$ cat config.mk
export PLATFORM = sky130hd
export DESIGN_NAME = zoned_alarm_ctrl
export DESIGN_NICKNAME = d
export VERILOG_FILES = /design/src/rtl/zoned_alarm_ctrl.sv
export SDC_FILE = /design/constraint.sdc
export NUM_CORES = 1
export LEC_CHECK = 0
export BUFFER_PORTS_ARGS = -buffer_cell sky130_fd_sc_hd__clkbuf_2
export CAP_MARGIN = 30
export CELL_PAD_IN_SITES_DETAIL_PLACEMENT = 0
export CELL_PAD_IN_SITES_GLOBAL_PLACEMENT = 2
export CORE_MARGIN = 8
export CORE_UTILIZATION = 37
export CTS_CLUSTER_DIAMETER = 30
export DETAILED_ROUTE_END_ITERATION = 7
export HOLD_SLACK_MARGIN = 0.03
export PLACE_DENSITY_LB_ADDON = 0.08
export SYNTH_ARGS = -nofsm -noshare
export SYNTH_HDL_FRONTEND = slang
export SYNTH_SLANG_ARGS = --single-unit
export TNS_END_PERCENT = 30
$ cat constraint.sdc
create_clock -name clk -period 2.1 [get_ports clk]
set_input_delay 0.42 -clock clk [delete_from_list [all_inputs] [get_ports clk]]
set_output_delay 0.42 -clock clk [all_outputs]
set_load 0.02 [all_outputs]
$ cat src/rtl/zoned_alarm_ctrl.sv
// -----------------------------------------------------------------------------
// zoned_alarm_ctrl
//
// Multi-zone home alarm controller. Each sensor zone is either instant (goes
// straight to ALARM) or delayed (passes through a timed ENTRY phase first).
// Arming starts a timed EXIT phase. The siren phase (ALARM) is timed and
// re-arms when it expires. A keypad code disarms from any state. Too many
// consecutive wrong codes lock the keypad out for a fixed time.
//
// Ports:
//   clk         system clock, rising edge
//   reset       asynchronous, active-low reset
//   arm_req     arm request (acted on only in DISARMED)
//   zone_trig   per-zone sensor triggers, level-sampled
//   key_valid   key_digit is valid this cycle
//   key_digit   keypad digit
//   key_clear   discard the partially entered code (wins over key_valid)
//   state       current state: DISARMED=0 EXIT=1 ARMED=2 ENTRY=3 ALARM=4
//   armed       high in ARMED, ENTRY and ALARM
//   alarm       high in ALARM only
//   alarm_zone  sticky record of zones that triggered while armed
//   code_ok     one-cycle pulse: correct code accepted
//   code_bad    one-cycle pulse: wrong code accepted
//   locked      keypad lockout active
// -----------------------------------------------------------------------------
module zoned_alarm_ctrl #(
  parameter int                            ZONES        = 4,
  parameter logic [ZONES-1:0]              INSTANT_MASK = ZONES'(4'b0001),
  parameter int                            DIGIT_W      = 4,
  parameter int                            CODE_DIGITS  = 4,
  parameter logic [CODE_DIGITS*DIGIT_W-1:0] CODE        = (CODE_DIGITS*DIGIT_W)'(16'h1234),
  parameter int                            EXIT_CYCLES  = 16,
  parameter int                            ENTRY_CYCLES = 8,
  parameter int                            ALARM_CYCLES = 32,
  parameter int                            MAX_TRIES    = 3,
  parameter int                            LOCK_CYCLES  = 64
) (
  input  logic               clk,
  input  logic               reset,
  input  logic               arm_req,
  input  logic [ZONES-1:0]   zone_trig,
  input  logic               key_valid,
  input  logic [DIGIT_W-1:0] key_digit,
  input  logic               key_clear,
  output logic [2:0]         state,
  output logic               armed,
  output logic               alarm,
  output logic [ZONES-1:0]   alarm_zone,
  output logic               code_ok,
  output logic               code_bad,
  output logic               locked
);

  localparam int MAX_T12 = (EXIT_CYCLES > ENTRY_CYCLES) ? EXIT_CYCLES : ENTRY_CYCLES;
  localparam int MAX_T   = (MAX_T12 > ALARM_CYCLES) ? MAX_T12 : ALARM_CYCLES;
  localparam int TW      = $clog2(MAX_T + 1);
  localparam int BW      = CODE_DIGITS * DIGIT_W;
  localparam int CW      = $clog2(CODE_DIGITS + 1);
  localparam int FW      = $clog2(MAX_TRIES + 1);
  localparam int LW      = $clog2(LOCK_CYCLES + 1);

  localparam logic [TW-1:0] T_ONE   = TW'(1);
  localparam logic [TW-1:0] T_EXIT  = TW'(EXIT_CYCLES);
  localparam logic [TW-1:0] T_ENTRY = TW'(ENTRY_CYCLES);
  localparam logic [TW-1:0] T_ALARM = TW'(ALARM_CYCLES);

  typedef enum logic [2:0] {
    S_DISARMED = 3'd0,
    S_EXIT     = 3'd1,
    S_ARMED    = 3'd2,
    S_ENTRY    = 3'd3,
    S_ALARM    = 3'd4
  } state_t;

  state_t             state_reg, state_next;
  logic [TW-1:0]      timer_reg, timer_next;
  logic [ZONES-1:0]   alarm_zone_reg, alarm_zone_next;
  logic               armed_reg, alarm_reg;

  logic [BW-1:0]      code_buf_reg;
  logic [BW-1:0]      code_buf_shift;
  logic [CW-1:0]      digit_cnt_reg;
  logic [FW-1:0]      fail_cnt_reg;
  logic [FW-1:0]      fail_cnt_inc;
  logic [LW-1:0]      lock_timer_reg;
  logic               locked_reg, code_ok_reg, code_bad_reg;

  logic [ZONES-1:0]   inst_hit, del_hit;
  logic               key_take, last_digit, code_hit, match, timer_done;

  // Split each zone's trigger into its instant or delayed class.
  for (genvar gi = 0; gi < ZONES; gi++) begin : g_zone
    assign inst_hit[gi] = zone_trig[gi] &  INSTANT_MASK[gi];
    assign del_hit[gi]  = zone_trig[gi] & ~INSTANT_MASK[gi];
  end

  // Buffer contents after shifting in the current digit; the oldest digit
  // ends up in the most significant position, matching CODE's layout.
  if (CODE_DIGITS == 1) begin : g_shift1
    assign code_buf_shift = key_digit;
  end else begin : g_shiftn
    assign code_buf_shift = {code_buf_reg[BW-DIGIT_W-1:0], key_digit};
  end

  assign key_take     = key_valid & ~key_clear & ~locked_reg;
  assign last_digit   = (digit_cnt_reg == CW'(CODE_DIGITS - 1));
  assign code_hit     = (code_buf_shift == CODE);
  assign match        = key_take & last_digit & code_hit;
  assign fail_cnt_inc = fail_cnt_reg + FW'(1);
  assign timer_done   = (timer_reg == T_ONE);

  // ---------------------------------------------------------------------------
  // Next-state logic. A timed state entered with load X lasts X cycles: the
  // timer counts X..1 and the transition fires on the edge where it reads 1.
  // ---------------------------------------------------------------------------
  always_comb begin
    state_next      = state_reg;
    timer_next      = timer_reg;
    alarm_zone_next = alarm_zone_reg;
    case (state_reg)
      S_DISARMED: begin
        if (arm_req) begin
          state_next      = S_EXIT;
          timer_next      = T_EXIT;
          alarm_zone_next = '0;
        end
      end
      S_EXIT: begin
        if (match) begin
          state_next = S_DISARMED;
          timer_next = '0;
        end else if (timer_done) begin
          state_next = S_ARMED;
          timer_next = '0;
        end else begin
          timer_next = timer_reg - T_ONE;
        end
      end
      S_ARMED: begin
        alarm_zone_next = alarm_zone_reg | zone_trig;
        if (match) begin
          state_next = S_DISARMED;
        end else if (|inst_hit) begin
          state_next = S_ALARM;
          timer_next = T_ALARM;
        end else if (|del_hit) begin
          state_next = S_ENTRY;
          timer_next = T_ENTRY;
        end
      end
      S_ENTRY: begin
        alarm_zone_next = alarm_zone_reg | zone_trig;
        if (match) begin
          state_next = S_DISARMED;
          timer_next = '0;
        end else if ((|inst_hit) || timer_done) begin
          state_next = S_ALARM;
          timer_next = T_ALARM;
        end else begin
          timer_next = timer_reg - T_ONE;
        end
      end
      S_ALARM: begin
        alarm_zone_next = alarm_zone_reg | zone_trig;
        if (match) begin
          state_next = S_DISARMED;
          timer_next = '0;
        end else if (timer_done) begin
          state_next = S_ARMED;
          timer_next = '0;
        end else begin
          timer_next = timer_reg - T_ONE;
        end
      end
      default: begin
        state_next = S_DISARMED;
        timer_next = '0;
      end
    endcase
  end

  // FSM registers; armed/alarm are decoded from the next state so they are
  // registered alongside it.
  always_ff @(posedge clk or negedge reset) begin
    if (!reset) begin
      state_reg      <= S_DISARMED;
      timer_reg      <= '0;
      alarm_zone_reg <= '0;
      armed_reg      <= 1'b0;
      alarm_reg      <= 1'b0;
    end else begin
      state_reg      <= state_next;
      timer_reg      <= timer_next;
      alarm_zone_reg <= alarm_zone_next;
      armed_reg      <= (state_next == S_ARMED) || (state_next == S_ENTRY) ||
                        (state_next == S_ALARM);
      alarm_reg      <= (state_next == S_ALARM);
    end
  end

  // Keypad: digit collection, code compare, fail counting and lockout. The
  // lockout timer runs independently of the FSM timer.
  always_ff @(posedge clk or negedge reset) begin
    if (!reset) begin
      code_buf_reg   <= '0;
      digit_cnt_reg  <= '0;
      fail_cnt_reg   <= '0;
      lock_timer_reg <= '0;
      locked_reg     <= 1'b0;
      code_ok_reg    <= 1'b0;
      code_bad_reg   <= 1'b0;
    end else begin
      code_ok_reg  <= 1'b0;
      code_bad_reg <= 1'b0;
      if (locked_reg) begin
        if (lock_timer_reg == LW'(1)) begin
          locked_reg     <= 1'b0;
          lock_timer_reg <= '0;
          fail_cnt_reg   <= '0;
          code_buf_reg   <= '0;
          digit_cnt_reg  <= '0;
        end else begin
          lock_timer_reg <= lock_timer_reg - LW'(1);
        end
      end else if (key_clear) begin
        code_buf_reg  <= '0;
        digit_cnt_reg <= '0;
      end else if (key_valid) begin
        code_buf_reg <= code_buf_shift;
        if (last_digit) begin
          digit_cnt_reg <= '0;
          if (code_hit) begin
            code_ok_reg  <= 1'b1;
            fail_cnt_reg <= '0;
          end else begin
            code_bad_reg <= 1'b1;
            fail_cnt_reg <= fail_cnt_inc;
            // Lockout starts on the same edge as the final code_bad pulse.
            if (fail_cnt_inc == FW'(MAX_TRIES)) begin
              locked_reg     <= 1'b1;
              lock_timer_reg <= LW'(LOCK_CYCLES);
            end
          end
        end else begin
          digit_cnt_reg <= digit_cnt_reg + CW'(1);
        end
      end
    end
  end

  assign state      = state_reg;
  assign armed      = armed_reg;
  assign alarm      = alarm_reg;
  assign alarm_zone = alarm_zone_reg;
  assign code_ok    = code_ok_reg;
  assign code_bad   = code_bad_reg;
  assign locked     = locked_reg;

endmodule

==> results.sh, run 1 <==
export IMPL_outcome="finished clean"
export IMPL_placed_area_um2=2430
export IMPL_first_pass_iters=4
export IMPL_period_share_pct=89.5
export IMPL_initial_core_util_pct=38.6
export IMPL_wl_per_cell_um=14.9
export IMPL_period_minus_slack_ns=1.88
export IMPL_ys_flop_type="dfrtp_1"
export IMPL_finalWorstSetupSlack_ns=0.220
export IMPL_fin_skew_ns=0.00411
export IMPL_ys_ff_latch=42
export IMPL_slew_headroom_pct=29.1
export IMPL_endpoint_kind="register"
export IMPL_p_leak_uw=0.00119
export IMPL_netlist_area_um2=2150
export IMPL_setup_viol=0
export IMPL_synth_enable_flop_cells=0
export IMPL_cts_hold_buffers_added=0
export IMPL_grtUsageTotal_pct=12.1
export IMPL_n_antenna_cell=0
export IMPL_crit_type="reg2reg"
export IMPL_die_y_um=92.3
export IMPL_vias=1812
export IMPL_routabilityCongestion=0.794
export IMPL_clkLatencyLatePin_ns=0.29
export IMPL_die_w_um=92.3
export IMPL_cts_clk_slew_worst_paths_ns=0.08
export IMPL_layout_commonest_cell="dfrtp_1"
export IMPL_grt_pass1_wl_um=8540
export IMPL_syn_avg_cell_area_um2=9.97
export IMPL_hold_violations=0
export IMPL_cts_buffers=5
export IMPL_crit_chain="nor4b_1, nand4_1, buf_4, nor2_2, a2111oi_0, o311a_1"
export IMPL_critPathSlowestCell="dfrtp_1"
export IMPL_drcViolationCount=0
export IMPL_whs_ns=0.187
export IMPL_die_area_um2=8520
export IMPL_cts_sinks=42
export IMPL_setup_tns_final_ns=0
export IMPL_yosys_warnings=0
export IMPL_yosysUniqueCellTypes=51
export IMPL_fmax_mhz=532
export IMPL_ant_nets=0
export IMPL_num_rows=27
export IMPL_fin_nets=273
export IMPL_vias_per_cell=5.54
export IMPL_cellPowerDensity_nw_per_um2=1070
export IMPL_crit_path_max_fanout=6
export IMPL_slew_violations=0
export IMPL_post_route_util_pct=45.7
export IMPL_grt_overflow_total=0
export IMPL_areaGrowthSynthToFinish_pct=18.2
export IMPL_synthArstFlopShare_pct=100
export IMPL_critPathTopFamily="simple AND/OR/NAND/NOR gates"
export IMPL_clk_path_buf_depth=2
export IMPL_cpPeakStageDelay_ns=0.41
export IMPL_dpl_hpwl_um=3570
export IMPL_ios=25
export IMPL_fin_area_um2=2540
export IMPL_wl_um=4880
export IMPL_worst_endpoint_arrival_ns=2.06
export IMPL_crit_buf_inv=1
export IMPL_synth_fp_nets=235
export IMPL_ir_worst_vdd_uv=394
export IMPL_final_cell_mix="42 x dfrtp_1, 26 x nand2_1, 24 x clkbuf_2"
export IMPL_synth_seq_area_share_pct=48.8
export IMPL_cts_tree="built"
export IMPL_start_kind="register"
export IMPL_worstPathRequired_ns=2.28
export IMPL_htreeDepth=2
export IMPL_rsz0062_at_grt="no"
export IMPL_drive_gt1_share_pct=22.0
export IMPL_antenna_found_initial=0
export IMPL_core_area_um2=5570
export IMPL_post_cts_buffers=0
export IMPL_root_buffer="clkbuf_8"
export IMPL_first_global_vias=1820
export IMPL_cap_violations=0
export IMPL_hold_class="in2async"
export IMPL_grt_max_degree=43
export IMPL_cts_resized=0
export IMPL_drtIter0Drc=47
export IMPL_largest_reg_flops=12
export IMPL_io_buffers=24
export IMPL_max_slew_worst_pin_slew_ns=1.06
export IMPL_pre_cts_slack_ns=0.213
export IMPL_synth_cells=216
export IMPL_fill_cells=541
## worst paths after layout
check / start / endpoint / slack, ns / cells past startpoint
max in group asynchronous: reset / lock_timer_reg[1] / 1.53 / 2
setup / recovery: code_buf_reg[6] / timer_reg[5] / 0.22 / 6
min in group clk: key_digit[2] / code_buf_reg[2] / 0.36 / 2
hold / removal: reset / timer_reg[0] / 0.19 / 2
setup reg to reg: code_buf_reg[6] / timer_reg[5] / 0.22 / 6
hold reg to reg: fail_cnt_reg[1] / fail_cnt_reg[1] / 0.50 / 2
## cell usage after synthesis, types with 2 or more instances
cell type / instances / area (um2)
dfrtp_1: 42 / 1050
nand2_1: 26 / 97.6
o21ai_0: 17 / 85.1
a21oi_1: 16 / 80.1
a22o_1: 16 / 140
nor2_1: 12 / 45.0
inv_1: 11 / 41.3
ha_1: 6 / 75.1
nor3_1: 5 / 25.0
clkbuf_1: 4 / 15.0
nor2b_1: 4 / 25.0
nand2b_1: 3 / 18.8
nand4_1: 3 / 18.8
nor4b_1: 3 / 26.3
o31ai_1: 3 / 22.5
or3_1: 3 / 18.8
a211oi_1: 2 / 15.0
a22oi_1: 2 / 15.0
a31o_2: 2 / 17.5
and4b_1: 2 / 20.0
buf_2: 2 / 10.0
nor4_1: 2 / 12.5
o21bai_1: 2 / 15.0
## stage by stage
step           power [uW]  cells
2_1_floorplan        1740    216
3_3_place_gp         2080    319
3_5_place_dp         2100    319
4_1_cts              2760    327
5_1_grt              2930    327
6_report             2720    327
## layout make-up
cell class	instances	area (um2)	area share, %
repair buffers	38	225	8.85
well taps	72	90.1	3.54
clock buffers	5	68.8	2.70
inverters	12	45.0	1.77
clock inverters	3	43.8	1.72
flip-flops and latches	42	1050	41.3
multi-input cells	155	1020	40.1
## cell families after synthesis
group	Yosys count	share of synthesized area, %
xor gates and xnor gates	1	0.407
AOI/OAI and AO/OA	77	25.6
buffers and inverters	19	3.78
adders and majority gates	6	3.49
DFF	42	48.8
and+or+nand+nor	71	17.9
## metal layers
layer  GRT usage [%]  share of wire, %  vias to the layer above
met3            3.59               4.7                        6
met1            15.1                46                      898
li1                -                 -                      873
met5               0                 0                        -
met2            19.4                48                       35
met4            4.43               1.4                        0
## power breakdown
group,total (uW),switching [uW],internal (uW)
Clock,644,287,356
Sequential,1070,135,931
Combinational,1010,575,436
(Power assumes the default switching activity.)
==> run 2: changes to the inputs <==
--- a/config.mk
+++ b/config.mk
@@ -10,11 +10,10 @@
 export CELL_PAD_IN_SITES_DETAIL_PLACEMENT = 0
 export CELL_PAD_IN_SITES_GLOBAL_PLACEMENT = 2
 export CORE_MARGIN = 8
-export CORE_UTILIZATION = 37
-export CTS_CLUSTER_DIAMETER = 30
+export CORE_UTILIZATION = 30
 export DETAILED_ROUTE_END_ITERATION = 7
 export HOLD_SLACK_MARGIN = 0.03
-export PLACE_DENSITY_LB_ADDON = 0.08
+export PLACE_DENSITY = 0.64
 export SYNTH_ARGS = -nofsm -noshare
 export SYNTH_HDL_FRONTEND = slang
 export SYNTH_SLANG_ARGS = --single-unit
==> results.sh, run 2 (synthesis results as in run 1) <==
export IMPL_ios=25
export IMPL_fin_skew_ns=0.00738
export IMPL_seq_power_share_pct=42.2
export IMPL_htreeDepth=2
export IMPL_n_antenna_cell=0
export IMPL_startpoint="code_buf_reg[6]"
export IMPL_cts_sinks=42
export IMPL_cpPeakStageDelay_ns=0.41
export IMPL_critPathSlowestCell="dfrtp_1"
export IMPL_clkLatencyLatePin_ns=0.30
export IMPL_slew_headroom_pct=65.1
export IMPL_clk_path_buf_depth=2
export IMPL_largest_reg_flops=12
export IMPL_ff2ff_path_depth=6
export IMPL_cts_tree="built"
export IMPL_p_leak_uw=0.00118
export IMPL_grt_overflow_total=0
export IMPL_layout_commonest_cell="dfrtp_1"
export IMPL_cts_buffers=5
export IMPL_internal_power_uw=1570
export IMPL_wl_um=5080
export IMPL_crit_chain="nor4b_1, nand4_1, buf_4, nor2_2, a2111oi_0, o311a_1"
export IMPL_post_cts_buffers=0
export IMPL_final_cell_mix="42 x dfrtp_1, 26 x nand2_1, 24 x clkbuf_2"
export IMPL_period_minus_slack_ns=1.90
export IMPL_fin_area_um2=2570
export IMPL_cap_violations=0
export IMPL_num_rows=31
export IMPL_combPwrFrac_pct=37.2
export IMPL_die_w_um=101
export IMPL_cts_clk_slew_worst_paths_ns=0.09
export IMPL_dp_cells=346
export IMPL_start_kind="register"
export IMPL_slew_violations=0
export IMPL_crit_type="reg2reg"
export IMPL_fmax_mhz=527
export IMPL_ir_worst_vdd_uv=296
export IMPL_antenna_found_initial=0
export IMPL_core_area_um2=7100
export IMPL_power_switching_uw=1010
export IMPL_initial_core_util_pct=30.3
export IMPL_drtIter0Drc=106
export IMPL_max_slew_worst_pin_slew_ns=0.524
export IMPL_fill_cells=733
export IMPL_setup_tns_final_ns=0
export IMPL_io_buffers=24
export IMPL_first_pass_iters=4
export IMPL_routabilityCongestion=0.724
export IMPL_worst_endpoint_arrival_ns=2.09
export IMPL_first_global_vias=1740
export IMPL_vias_per_cell=5.03
export IMPL_outcome="finished clean"
export IMPL_hold_violations=0
export IMPL_areaGrowthSynthToFinish_pct=19.3
export IMPL_stdcell_count=354
export IMPL_root_buffer="clkbuf_8"
export IMPL_power_uw=2580
export IMPL_r2r_start="code_buf_reg[6]"
export IMPL_grt_max_degree=24
export IMPL_pwr_share_clk_pct=20.6
export IMPL_die_y_um=101
export IMPL_p_sw_share_pct=39.1
export IMPL_cts_hold_buffers_added=0
export IMPL_hold_class="in2async"
export IMPL_period_share_pct=90.4
export IMPL_drcViolationCount=0
export IMPL_seq_area_um2=1050
export IMPL_cellPowerDensity_nw_per_um2=1000
export IMPL_grtUsageTotal_pct=10.8
export IMPL_drive_gt1_share_pct=22.0
export IMPL_grt_pass1_wl_um=8690
export IMPL_ant_nets=0
export IMPL_fin_nets=273
export IMPL_setup_viol=0
export IMPL_multiInputGateArea_um2=1020
export IMPL_crit_path_max_fanout=7
export IMPL_endpoint_kind="register"
export IMPL_cts_resized=0
export IMPL_rsz0062_at_grt="no"
export IMPL_worstPathRequired_ns=2.29
export IMPL_dpl_hpwl_um=3660
export IMPL_wl_per_cell_um=14.4
export IMPL_placed_area_um2=2480
export IMPL_die_area_um2=10100
export IMPL_vias=1782
==> run 2: power groups by stage <==
stage                     clock [uW]  combinational (uW)  sequential [uW]
final                            530                 958             1090
after global routing             595                1080             1120
after CTS                        566                 968             1090
after detailed placement           0                 962             1100
after global placement             0                 992             1110
after floorplan                    0                 619             1130
==> run 2: routing by layer <==
layer  vias to the layer above  share of wire, %  track usage [%]  routed length [um]
li1                        877                 -                -                   -
met1                       872                47             13.9                2410
met2                        26                47             16.6                2380
met3                         7               4.3             3.11                 216
met4                         0               1.4             4.19                  72
met5                         -                 0                0                   0
==> run 2: layout make-up <==
| type | count | share of cell area, % |
|---|---|---|
| flip-flops and latches | 42 | 40.9 |
| clock buffers | 5 | 2.68 |
| clock inverters | 3 | 0.828 |
| multi-input cells | 155 | 39.7 |
| inverters | 12 | 1.75 |
| repair buffers | 38 | 9.25 |
| well taps | 99 | 4.82 |
==> run 2: through the flow <==
| step | hold slack (ns) | utilization [%] | worst slack, ns |
|---|---|---|---|
| floorplan | 0.124 | - | 0.289 |
| global placement | 0.430 | 34.9 | 0.126 |
| detailed placement | 0.428 | 34.9 | 0.0743 |
| CTS | 0.0959 | 36.2 | 0.182 |
| global route | 0.115 | 36.2 | 0.0293 |
| finish | 0.0803 | 36.2 | 0.202 |
==> run 2: path summary, 6_finish.rpt <==
| path | to | slack, ns |
|---|---|---|
| min in group clk | code_buf_reg[0] | 0.36 |
| worst max-delay path | timer_reg[5] | 0.20 |
| worst min register to register | fail_cnt_reg[0] | 0.49 |
| worst min-delay path | digit_cnt_reg[1] | 0.08 |
| max in group asynchronous | timer_reg[1] | 1.51 |
| worst max register to register | timer_reg[5] | 0.20 |
==> run 2: critical path, delay by kind of cell, from the launching register on <==
kind,cells,cell delay (ns)
AO/OA/AOI/OAI,2,0.47
AND/OR/NAND/NOR,3,0.72
buffers and inverters,1,0.18
flip-flops,1,0.41
==> run 3: changes to the inputs <==
--- a/config.mk
+++ b/config.mk
@@ -9,7 +9,6 @@
 export CAP_MARGIN = 30
 export CELL_PAD_IN_SITES_DETAIL_PLACEMENT = 0
 export CELL_PAD_IN_SITES_GLOBAL_PLACEMENT = 2
-export CORE_MARGIN = 8
 export CORE_UTILIZATION = 30
 export DETAILED_ROUTE_END_ITERATION = 7
 export HOLD_SLACK_MARGIN = 0.03
==> results.sh, run 3 (synthesis results as in run 1) <==
export IMPL_outcome="finished clean"
export IMPL_power_uw=2690
export IMPL_period_minus_slack_ns=1.84
export IMPL_vias=1725
export IMPL_die_w_um=86.7
export IMPL_cpPeakStageDelay_ns=0.43
export IMPL_grt_pass1_wl_um=8400
export IMPL_dpl_hpwl_um=3550
export IMPL_post_cts_buffers=0
export IMPL_initial_core_util_pct=31.3
export IMPL_finalWorstSetupSlack_ns=0.260
export IMPL_htreeDepth=2
export IMPL_core_area_um2=6870
export IMPL_num_rows=30
export IMPL_cap_violations=0
export IMPL_crit_path_max_fanout=8
export IMPL_fill_cells=719
export IMPL_fin_nets=273
export IMPL_ant_nets=0
export IMPL_crit_chain="or3_4, o31ai_4, buf_4, and2b_1, o21ai_0, o31ai_1"
export IMPL_critPathSlowestCell="or3_4"
export IMPL_final_cell_mix="42 x dfrtp_1, 26 x nand2_1, 24 x clkbuf_2"
export IMPL_cellPowerDensity_nw_per_um2=1050
export IMPL_die_area_um2=7520
export IMPL_antenna_found_initial=0
export IMPL_cts_buffers=5
export IMPL_setup_tns_final_ns=0
export IMPL_first_pass_iters=4
export IMPL_first_global_vias=1692
export IMPL_clkLatencyLatePin_ns=0.29
export IMPL_slew_violations=0
export IMPL_cts_clk_slew_worst_paths_ns=0.08
export IMPL_layout_commonest_cell="dfrtp_1"
export IMPL_n_antenna_cell=0
export IMPL_vias_per_cell=4.91
export IMPL_crit_type="reg2reg"
export IMPL_drive_gt1_share_pct=21.2
export IMPL_grtUsageTotal_pct=14.6
export IMPL_drtIter0Drc=81
export IMPL_rsz0062_at_grt="no"
export IMPL_cts_tree="built"
export IMPL_areaGrowthSynthToFinish_pct=19.3
export IMPL_whs_ns=0.180
export IMPL_p_leak_uw=0.00118
export IMPL_drcViolationCount=0
export IMPL_io_buffers=24
export IMPL_post_route_util_pct=37.4
export IMPL_critPathTopFamily="simple AND/OR/NAND/NOR gates"
export IMPL_fin_skew_ns=0.00532
export IMPL_crit_buf_inv=1
export IMPL_routabilityCongestion=0.733
export IMPL_crit_cells=6
export IMPL_hold_violations=0
export IMPL_worst_endpoint_arrival_ns=2.02
export IMPL_die_y_um=86.7
export IMPL_cts_resized=0
export IMPL_largest_reg_flops=12
export IMPL_hold_class="in2async"
export IMPL_ff2ff_path_depth=6
export IMPL_cts_sinks=42
export IMPL_grt_overflow_total=0
export IMPL_ir_worst_vdd_uv=248
export IMPL_cts_hold_buffers_added=0
export IMPL_start_kind="register"
export IMPL_ios=25
export IMPL_slew_headroom_pct=60.5
export IMPL_pre_cts_slack_ns=0.172
export IMPL_wl_um=4950
export IMPL_max_slew_worst_pin_slew_ns=0.590
export IMPL_fmax_mhz=543
export IMPL_setup_viol=0
export IMPL_clk_path_buf_depth=2
export IMPL_worstPathRequired_ns=2.28
export IMPL_endpoint_kind="register"
export IMPL_period_share_pct=87.6
export IMPL_root_buffer="clkbuf_8"
export IMPL_wl_per_cell_um=14.1
export IMPL_grt_max_degree=43
## run 3: changes by cell type in the layout (fill, tap and decap cells not counted)
cell / change
clkbuf_1: +2
clkinvlp_4: -1
bufinv_16: +1
clkinv_4: -1
buf_12: -1
clkinv_2: -1
buf_4: +1
## run 3: metal layers
metal / global-route usage (%) / vias up / wire length, um / share of wire, %
met5: 0 / - / 0 / 0
met4: 4.09 / 0 / 58 / 1.2
met3: 3.24 / 5 / 157 / 3.2
met2: 22.2 / 27 / 2180 / 44
met1: 20.8 / 816 / 2560 / 52
li1: - / 877 / - / -
## run 3: final timing paths
| check | start | to | slack (ns) |
|---|---|---|---|
| setup / recovery | lock_timer_reg[4] | lock_timer_reg[3] | 0.26 |
| hold / removal | reset | alarm_zone[1] | 0.18 |
| setup reg to reg | lock_timer_reg[4] | lock_timer_reg[3] | 0.26 |
| hold reg to reg | digit_cnt_reg[2] | digit_cnt_reg[2] | 0.49 |
| max in group asynchronous | reset | lock_timer_reg[2] | 1.53 |
| min in group clk | key_digit[1] | code_buf_reg[1] | 0.36 |
## run 3: area by class of cell
class,instances,area [um2],share of cell area [%]
Tap cell,96,120,4.68
Multi-Input combinational cell,155,1020,39.7
Clock buffer,7,76.3,2.97
Sequential cell,42,1050,40.9
Timing Repair Buffer,38,225,8.77
Inverter,12,45.0,1.75
Clock inverter,1,30.0,1.17
## run 3: power by group
part / switching [uW] / total, uW / leakage, uW / internal, uW
Clock: 285 / 641 / 0.0000524 / 356
Combinational: 567 / 974 / 0.000575 / 407
Sequential: 139 / 1070 / 0.000551 / 931
## run 3: worst register-to-register path: stages (launching register included)
cell and delay (ns):
dfrtp_1 0.42, or3_4 0.43, o31ai_4 0.26, buf_4 0.20
and2b_1 0.18, o21ai_0 0.14, o31ai_1 0.09
## run 3: metrics by stage
stage	cell area, um2	std cells
5_1_grt	2570	351
3_3_place_gp	2450	342
6_report	2570	351
4_1_cts	2570	351
2_1_floorplan	2150	216
3_5_place_dp	2460	343
